===== src/rtl/forward_sequencer.sv =====
// Address/enable sequencer for one forward pass: streams NIN read pairs, replays the
// matching write pairs LAT cycles later, then pulses done for one cycle.
module forward_sequencer #(
   parameter int unsigned AWIDTH = 8,
   parameter int unsigned NIN    = 16,
   parameter int unsigned LAT    = 3,
   parameter int unsigned RBASE  = 0,
   parameter int unsigned WBASE  = 128
) (
   input  logic              i_clk,
   input  logic              i_rst,
   input  logic              i_start,
   output logic              o_busy,
   output logic              o_done,
   output logic              o_rd_en,
   output logic [AWIDTH-1:0] o_addread1,
   output logic [AWIDTH-1:0] o_addread2,
   output logic              o_wr_en,
   output logic [AWIDTH-1:0] o_addwrite1,
   output logic [AWIDTH-1:0] o_addwrite2
);

   typedef enum logic [1:0] {StIdle, StRead, StDrain, StDone} state_t;

   localparam logic [AWIDTH-1:0] KLast  = AWIDTH'(NIN - 1);
   localparam logic [AWIDTH-1:0] RBaseA = AWIDTH'(RBASE);
   localparam logic [AWIDTH-1:0] WBaseA = AWIDTH'(WBASE);
   localparam logic [AWIDTH-1:0] One    = AWIDTH'(1);

   state_t            r_state, w_state;
   logic [AWIDTH-1:0] r_k, w_k;
   logic              r_busy, w_busy;
   logic              r_done, w_done;
   logic              r_rd_en, w_rd_en;
   logic [AWIDTH-1:0] r_ra1, w_ra1, r_ra2, w_ra2;
   logic              r_wr_en, w_wr_en;
   logic [AWIDTH-1:0] r_wk, w_wk;
   logic [AWIDTH-1:0] r_wa1, w_wa1, r_wa2, w_wa2;
   logic              w_last_wr;

   // Delay line of {valid, k}; stage 0 loads alongside the read-side output registers.
   logic              r_dv [LAT];
   logic [AWIDTH-1:0] r_dk [LAT];

   always_comb begin
      w_state   = r_state;
      w_k       = r_k;
      w_busy    = r_busy;
      w_done    = 1'b0;
      w_rd_en   = 1'b0;
      w_ra1     = r_ra1;
      w_ra2     = r_ra2;
      w_wr_en   = r_dv[LAT-1];
      w_wk      = r_wk;
      w_wa1     = r_wa1;
      w_wa2     = r_wa2;
      w_last_wr = r_wr_en && (r_wk == KLast);

      if (r_dv[LAT-1]) begin
         w_wk  = r_dk[LAT-1];
         w_wa1 = WBaseA + (r_dk[LAT-1] << 1);
         w_wa2 = WBaseA + (r_dk[LAT-1] << 1) + One;
      end

      unique case (r_state)
         StIdle, StDone: begin
            w_busy = 1'b0;
            if (i_start) begin
               w_state = StRead;
               w_k     = '0;
            end else begin
               w_state = StIdle;
            end
         end
         StRead: begin
            w_busy  = 1'b1;
            w_rd_en = 1'b1;
            w_ra1   = RBaseA + (r_k << 1);
            w_ra2   = RBaseA + (r_k << 1) + One;
            w_k     = r_k + One;
            if (r_k == KLast) begin
               w_state = StDrain;
            end
         end
         StDrain: begin
            w_busy = 1'b1;
            // The final write pair was presented last cycle: close the pass.
            if (w_last_wr) begin
               w_state = StDone;
               w_done  = 1'b1;
               w_busy  = 1'b0;
            end
         end
         default: begin
            w_state = StIdle;
            w_busy  = 1'b0;
         end
      endcase
   end

   always_ff @(posedge i_clk or posedge i_rst) begin
      if (i_rst) begin
         r_state <= StIdle;
         r_k     <= '0;
         r_busy  <= 1'b0;
         r_done  <= 1'b0;
         r_rd_en <= 1'b0;
         r_ra1   <= '0;
         r_ra2   <= '0;
         r_wr_en <= 1'b0;
         r_wk    <= '0;
         r_wa1   <= '0;
         r_wa2   <= '0;
         for (int i = 0; i < int'(LAT); i++) begin
            r_dv[i] <= 1'b0;
            r_dk[i] <= '0;
         end
      end else begin
         r_state <= w_state;
         r_k     <= w_k;
         r_busy  <= w_busy;
         r_done  <= w_done;
         r_rd_en <= w_rd_en;
         r_ra1   <= w_ra1;
         r_ra2   <= w_ra2;
         r_wr_en <= w_wr_en;
         r_wk    <= w_wk;
         r_wa1   <= w_wa1;
         r_wa2   <= w_wa2;
         r_dv[0] <= w_rd_en;
         r_dk[0] <= r_k;
         for (int i = 1; i < int'(LAT); i++) begin
            r_dv[i] <= r_dv[i-1];
            r_dk[i] <= r_dk[i-1];
         end
      end
   end

   assign o_busy      = r_busy;
   assign o_done      = r_done;
   assign o_rd_en     = r_rd_en;
   assign o_addread1  = r_ra1;
   assign o_addread2  = r_ra2;
   assign o_wr_en     = r_wr_en;
   assign o_addwrite1 = r_wa1;
   assign o_addwrite2 = r_wa2;

endmodule


===== config.mk =====
export PLATFORM = sky130hd
export DESIGN_NAME = forward_sequencer
export DESIGN_NICKNAME = d
export VERILOG_FILES = /design/src/rtl/forward_sequencer.sv
export SDC_FILE = /design/constraint.sdc
export NUM_CORES = 1
export LEC_CHECK = 0
export CAP_MARGIN = 10
export CORE_AREA = 2 2 73 75
export DETAILED_ROUTE_END_ITERATION = 8
export DIE_AREA = 0 0 75 77
export DONT_BUFFER_PORTS = 1
export SLEW_MARGIN = 20
export SYNTH_ARGS = -nofsm -noshare
export SYNTH_HDL_FRONTEND = slang
export SYNTH_SLANG_ARGS = --single-unit

===== constraint.sdc =====
create_clock -name i_clk -period 4.9 [get_ports i_clk]
set_clock_uncertainty 0.1 [all_clocks]
set_input_delay 0.735 -clock i_clk [delete_from_list [all_inputs] [get_ports i_clk]]
set_output_delay 0.735 -clock i_clk [all_outputs]
set_load 0.05 [all_outputs]

-- Yosys cells after proc, flatten, opt, wreduce, memory -nomap -nowiden
Cells that the tools add are included.
- reductions and logical operators: 6
- shift operators: 0
- multiply operators: 0
- add/sub/neg operators: 4
- order comparisons: 0
- divide/modulo/power cells: 0
- equality and inequality tests: 8
- bitwise operators: 0
- mux-type cells: 11
- operators by type and width (cell ; count):
    adder 8 x 1 -> 8 bit, second input constant ; 3
    == test 8 x 4 -> 1 bit, second input constant ; 2
    case mux 8 bit (2 select lines) ; 1
    adder 8 bit, first input constant ; 1
    2-to-1 mux 8 bit ; 1
    inequality test 2 bit, second input constant ; 3
    case mux 2 bit (3 select lines) ; 1
    2-to-1 mux 1 bit ; 5
    == test 2 bit, second input constant ; 2
    2-to-1 mux 2 bit ; 2
    AND reduction 2 bit ; 2
    case mux 1 bit (3 select lines) ; 1
    == test 2 x 1 -> 1 bit, second input constant ; 1
    zero test 2 bit ; 1
    nonzero test 2 bit ; 1
    OR reduction 2 bit ; 1
    logical AND 1 bit ; 1
- bits in writable memories: 0
- input port bits: 3
- word-level logic and storage cells: 45
- memories: 0
- bits in read-only memories: 0
- output and inout port bits: 36
- register bits: 79
- latch bits: 0

-- Longest topological paths before layout
- depth after elaboration: 4
- depth in mapped cells: 7
- depth with buffers taken out: 6

-- Worst setup path before layout
Ideal clock, no wire load.
- path kind: register to register
- start: register r_wr_en (netlist: o_wr_en)
- end: register r_state[0]
- setup slack: 2908 ps
- required time: 4675 ps
- arrival time: 1767 ps
- clock period less this slack: 1992 ps
- stages on the path, launching flop included: 5
- setup time: 125 ps
- buffers on the path: 0
- cells stage by stage: dfrtp_1 > or4b_4 > o31ai_4 > nand2_2 > mux2_4
- word-level cells in the longest chain between the ends: 3
- RTL lines (element ; line ; source):
    start, declared ; 36 ; logic r_wr_en, w_wr_en;
    start signal, assigned ; 126 ; r_wr_en <= w_wr_en;
    logical AND 1 bit ; 57 ; w_last_wr = r_wr_en && (r_wk == KLast);
    inequality test 2 bit (no line) ; -- ;
    AND reduction 2 bit (no line) ; -- ;
    end signal, assigned ; 103 ; r_state <= StIdle;
    end signal, assigned ; 119 ; r_state <= w_state;
    end, declared ; 30 ; state_t r_state, w_state;
Every way passes these cells.
A chain may end at the register's enable or synchronous reset.

-- Final worst setup path
- start: register r_wk[4]
- end: register r_state[0]
- word-level cells in the longest chain between the ends: 4
- RTL lines (element ; line ; source):
    start, declared ; 37 ; logic [AWIDTH-1:0] r_wk, w_wk;
    start signal, assigned ; 127 ; r_wk <= w_wk;
    == test 8 x 4 -> 1 bit ; 57 ;
    logical AND 1 bit ; 57 ;
    inequality test 2 bit (no line) ; -- ;
    AND reduction 2 bit (no line) ; -- ;
Every way passes these cells.

==> summary.md <==
| Metric | Value |
|---|---|
| Cell count after synthesis | `155` |
| CTS tree | `yes` |
| Clock Latency Late Sink | `between 0.3 and 0.4 ns` |
| # hold bufs at CTS | `0` |
| DR DRC count | `0` |
| Antenna violations before repair | `0` |
| ANT nets after route | `0` |
| DIE WIDTH | `75 um` |
| Tcrit/Tclk final | `48.34%` |
| Fraction of final layout cells sized beyond drive strength 1 | `24.32%` |
| Largest stage delay, worst path | `0.74 ns` |
| Endpoints failing setup | `0` |
| Num rows | `26` |
| Avg Cell Area, Syn | `about 14 sq um` |
| Via count | `~1,000` |
| Startpoint types | `flip-flop` |
| Flop2flop setup slack | `about 2.5 ns` |
| Post-place setup slack | `~2.5 ns` |
| Leak pwr | `1.095 nW` |
| Core area | `approximately 5000 sq um` |
| Post-CTS Resized | `0` |
| Minimum clock period | `roughly 2.4 ns` |
| Status | `finished clean` |
| GRT Util Overall | `approximately 13%` |
| Post-CTS Setup Inserts | `0` |
| Final WL | `roughly 3100 um` |
| First-pass GRT wire length | `roughly 5100 um` |
| Critical-path maximum fanout | `4` |
| Max-Cap Viols | `0` |
| Final core utilization | `about 45%` |
| Fin nets | `149` |
| Detailed placement HPWL | `approximately 2100 um` |
| Critical Path RT | `roughly 5 ns` |
| Register area share after synthesis | `66.78%` |
| PortBufs | `0` |
| Clock transition at path regs | `0.06 ns` |
| Max-slew violations | `0` |
| CP Class | `flip-flop to flip-flop` |
| Final non-filler cell area | `between 2000 and 2500 sq um` |
| N_diodes | `0` |
| Ranking of synthesized cells by area | `dfrtp_1 67%, mux2_2 7.8%, buf_4 7.6%, mux2i_1 1.8%, ha_1 1.7%` |
| FF-to-FF path depth | `4` |
| Post-synth cell types | `26` |
| Peak VDD IR | `between 0.0002 and 0.00025 V` |
| Final Hold Vio Count | `0` |
| Clk root buf | `clkbuf_8` |
| Setup TNS | `0 ns` |
| Rel. slew slack | `~38%` |
| Count of flip-flops with a built-in enable after synthesis | `0` |
| Final non-filler cell total | `about 220` |
| H-tree levels | `3` |
| Number of global-route vias before repair | `between 1,000 and 1,500` |
| DR vias/cell | `4.693` |
| # placed instances | `202` |
| Worst setup EP type | `flip-flop` |
| Clock sink total | `a little under 60` |
| Post-synthesis cell area | `around 2200 sq um` |
| Routed wire per std cell | `around 14 um` |
| Ys flop type | `dfrtp_1` |
| Worst Tran Pin Value | `0.9330 ns` |
| Worst path cell trace | `or4b_4 -> o31ai_4 -> nand2_2 -> mux2_4` |
| Syn-to-layout area delta | `3.973%` |
| Initial DRT Pass Iterations | `4` |
| Placed instance area | `around 2100 sq um` |
| Top-area cell type share of the netlist area | `around 67%` |
| Post-synth top area cell | `dfrtp_1` |
| Die height | `approximately 77 um` |
| Pin count of the biggest net entering global routing | `32` |
| Gr ovfl total | `0` |
| Initial DRC count | `54` |
| Routability cong. | `roughly 0.76` |
| CP max-delay cell | `dfrtp_1` |
| FFs w/ async S/R, synth | `between 90% and 100%` |
| Die Area | `between 5000 and 6000 sq um` |
| Initial core utilization | `43.67%` |
| Seq cells post-synth | `58` |
| CTS max path bufs | `2` |
| Top post-synthesis cells by count | `58 x dfrtp_1, 22 x buf_4, 15 x mux2_2` |
| Worst Slack Setup Final | `2.531 ns` |
| # IOs | `39` |
| Number of synthesis warnings | `0` |
| RSZ-0062 raised after global routing | `no` |
| CP arrival | `2.48 ns` |
| Peak Freq | `around 0.42 GHz` |
| TritonCTS Buffers | `9` |
| Power Density | `between 600 and 700 nW/um^2` |
| Worst min-delay path category | `input pin to asynchronous set/reset pin` |
| Most frequent cell after synthesis | `dfrtp_1` |
-- state kept, by name, summed over array words and instances (netlist names) --
signal       flops
r_dv             2
o_addwrite1      1
o_busy           1
o_addread2       8
r_wk             8
o_wr_en          1
r_k              8
o_done           1
w_wr_en          1
r_state          2
o_addwrite2      1
r_dk            24
-- worst paths after layout --
check,endpoint,startpoint
worst max-delay path,r_state[0],r_wk[4]
worst min-delay path,r_wk[4],i_rst
worst max register to register,r_state[0],r_wk[4]
worst min register to register,r_dk[8],r_dk[16]
max in group asynchronous,r_wk[5],i_rst
min in group i_clk,r_dk[8],r_dk[16]
-- power breakdown --
group / switching [mW] / internal [mW]
clock: 0.171 / 0.195
sequential: 0.252 / 0.556
combinational: 0.123 / 0.104
total: 0.546 / 0.856
-- layout make-up --
class | count | area [sq um]
fill | 457 | 2718
sequential | 58 | 1451
multi-input combinational | 65 | 519.2
clock buffer | 13 | 148.9
tap | 70 | 87.58
inverter | 8 | 30.03
clock inverter | 3 | 15.01
timing repair buffer | 1 | 7.507
-- placed cells by master (no fill, tap or decap), types with 2 or more instances in the layout --
cell and instances:
clkinv_2 3, a21oi_1 2, nand2b_1 2, clkbuf_1 3
or2_2 2, nand2_1 6, dfrtp_1 58, inv_1 7
mux2_2 15, o21ai_0 3, nor4_1 2, nor2_1 5
clkbuf_8 10, ha_1 3, nand3_1 3, conb_1 2
nor3_1 3, mux2i_1 4, xnor2_1 4, or3_1 2
-- logic make-up after synthesis --
group	share of synthesized area [%]
other	0.1725
DFF	66.78
and+or+nand+nor	6.505
xor gates and xnor gates	1.612
adders and majority gates	1.727
buffers and inverters	9.499
muxes	10.30
AOI/OAI and AO/OA	3.397
-- layer usage --
layer | vias to the layer above | routed length [um] | track usage [%]
met5 | - | 0 | 0
li1 | 471 | - | -
met3 | 8 | 208 | 7.753
met1 | 517 | 1393 | 14.96
met2 | 27 | 1439 | 17.37
met4 | 0 | 78 | 6.607
-- critical path, delay by kind of cell (launching register included) --
kind            cells  cell delay, ns
simple gates        2            0.82
flops               1            0.74
compound gates      1            0.28
mux                 1            0.31
-- per-stage QoR --
step	total power, mW	hold slack [ns]
6_report	1.402	0.2403
2_1_floorplan	1.038	0.2312
4_1_cts	1.419	0.2442
3_3_place_gp	1.033	0.2329
5_1_grt	1.471	0.2493
3_5_place_dp	1.047	0.2347
(Power assumes the default switching activity.)
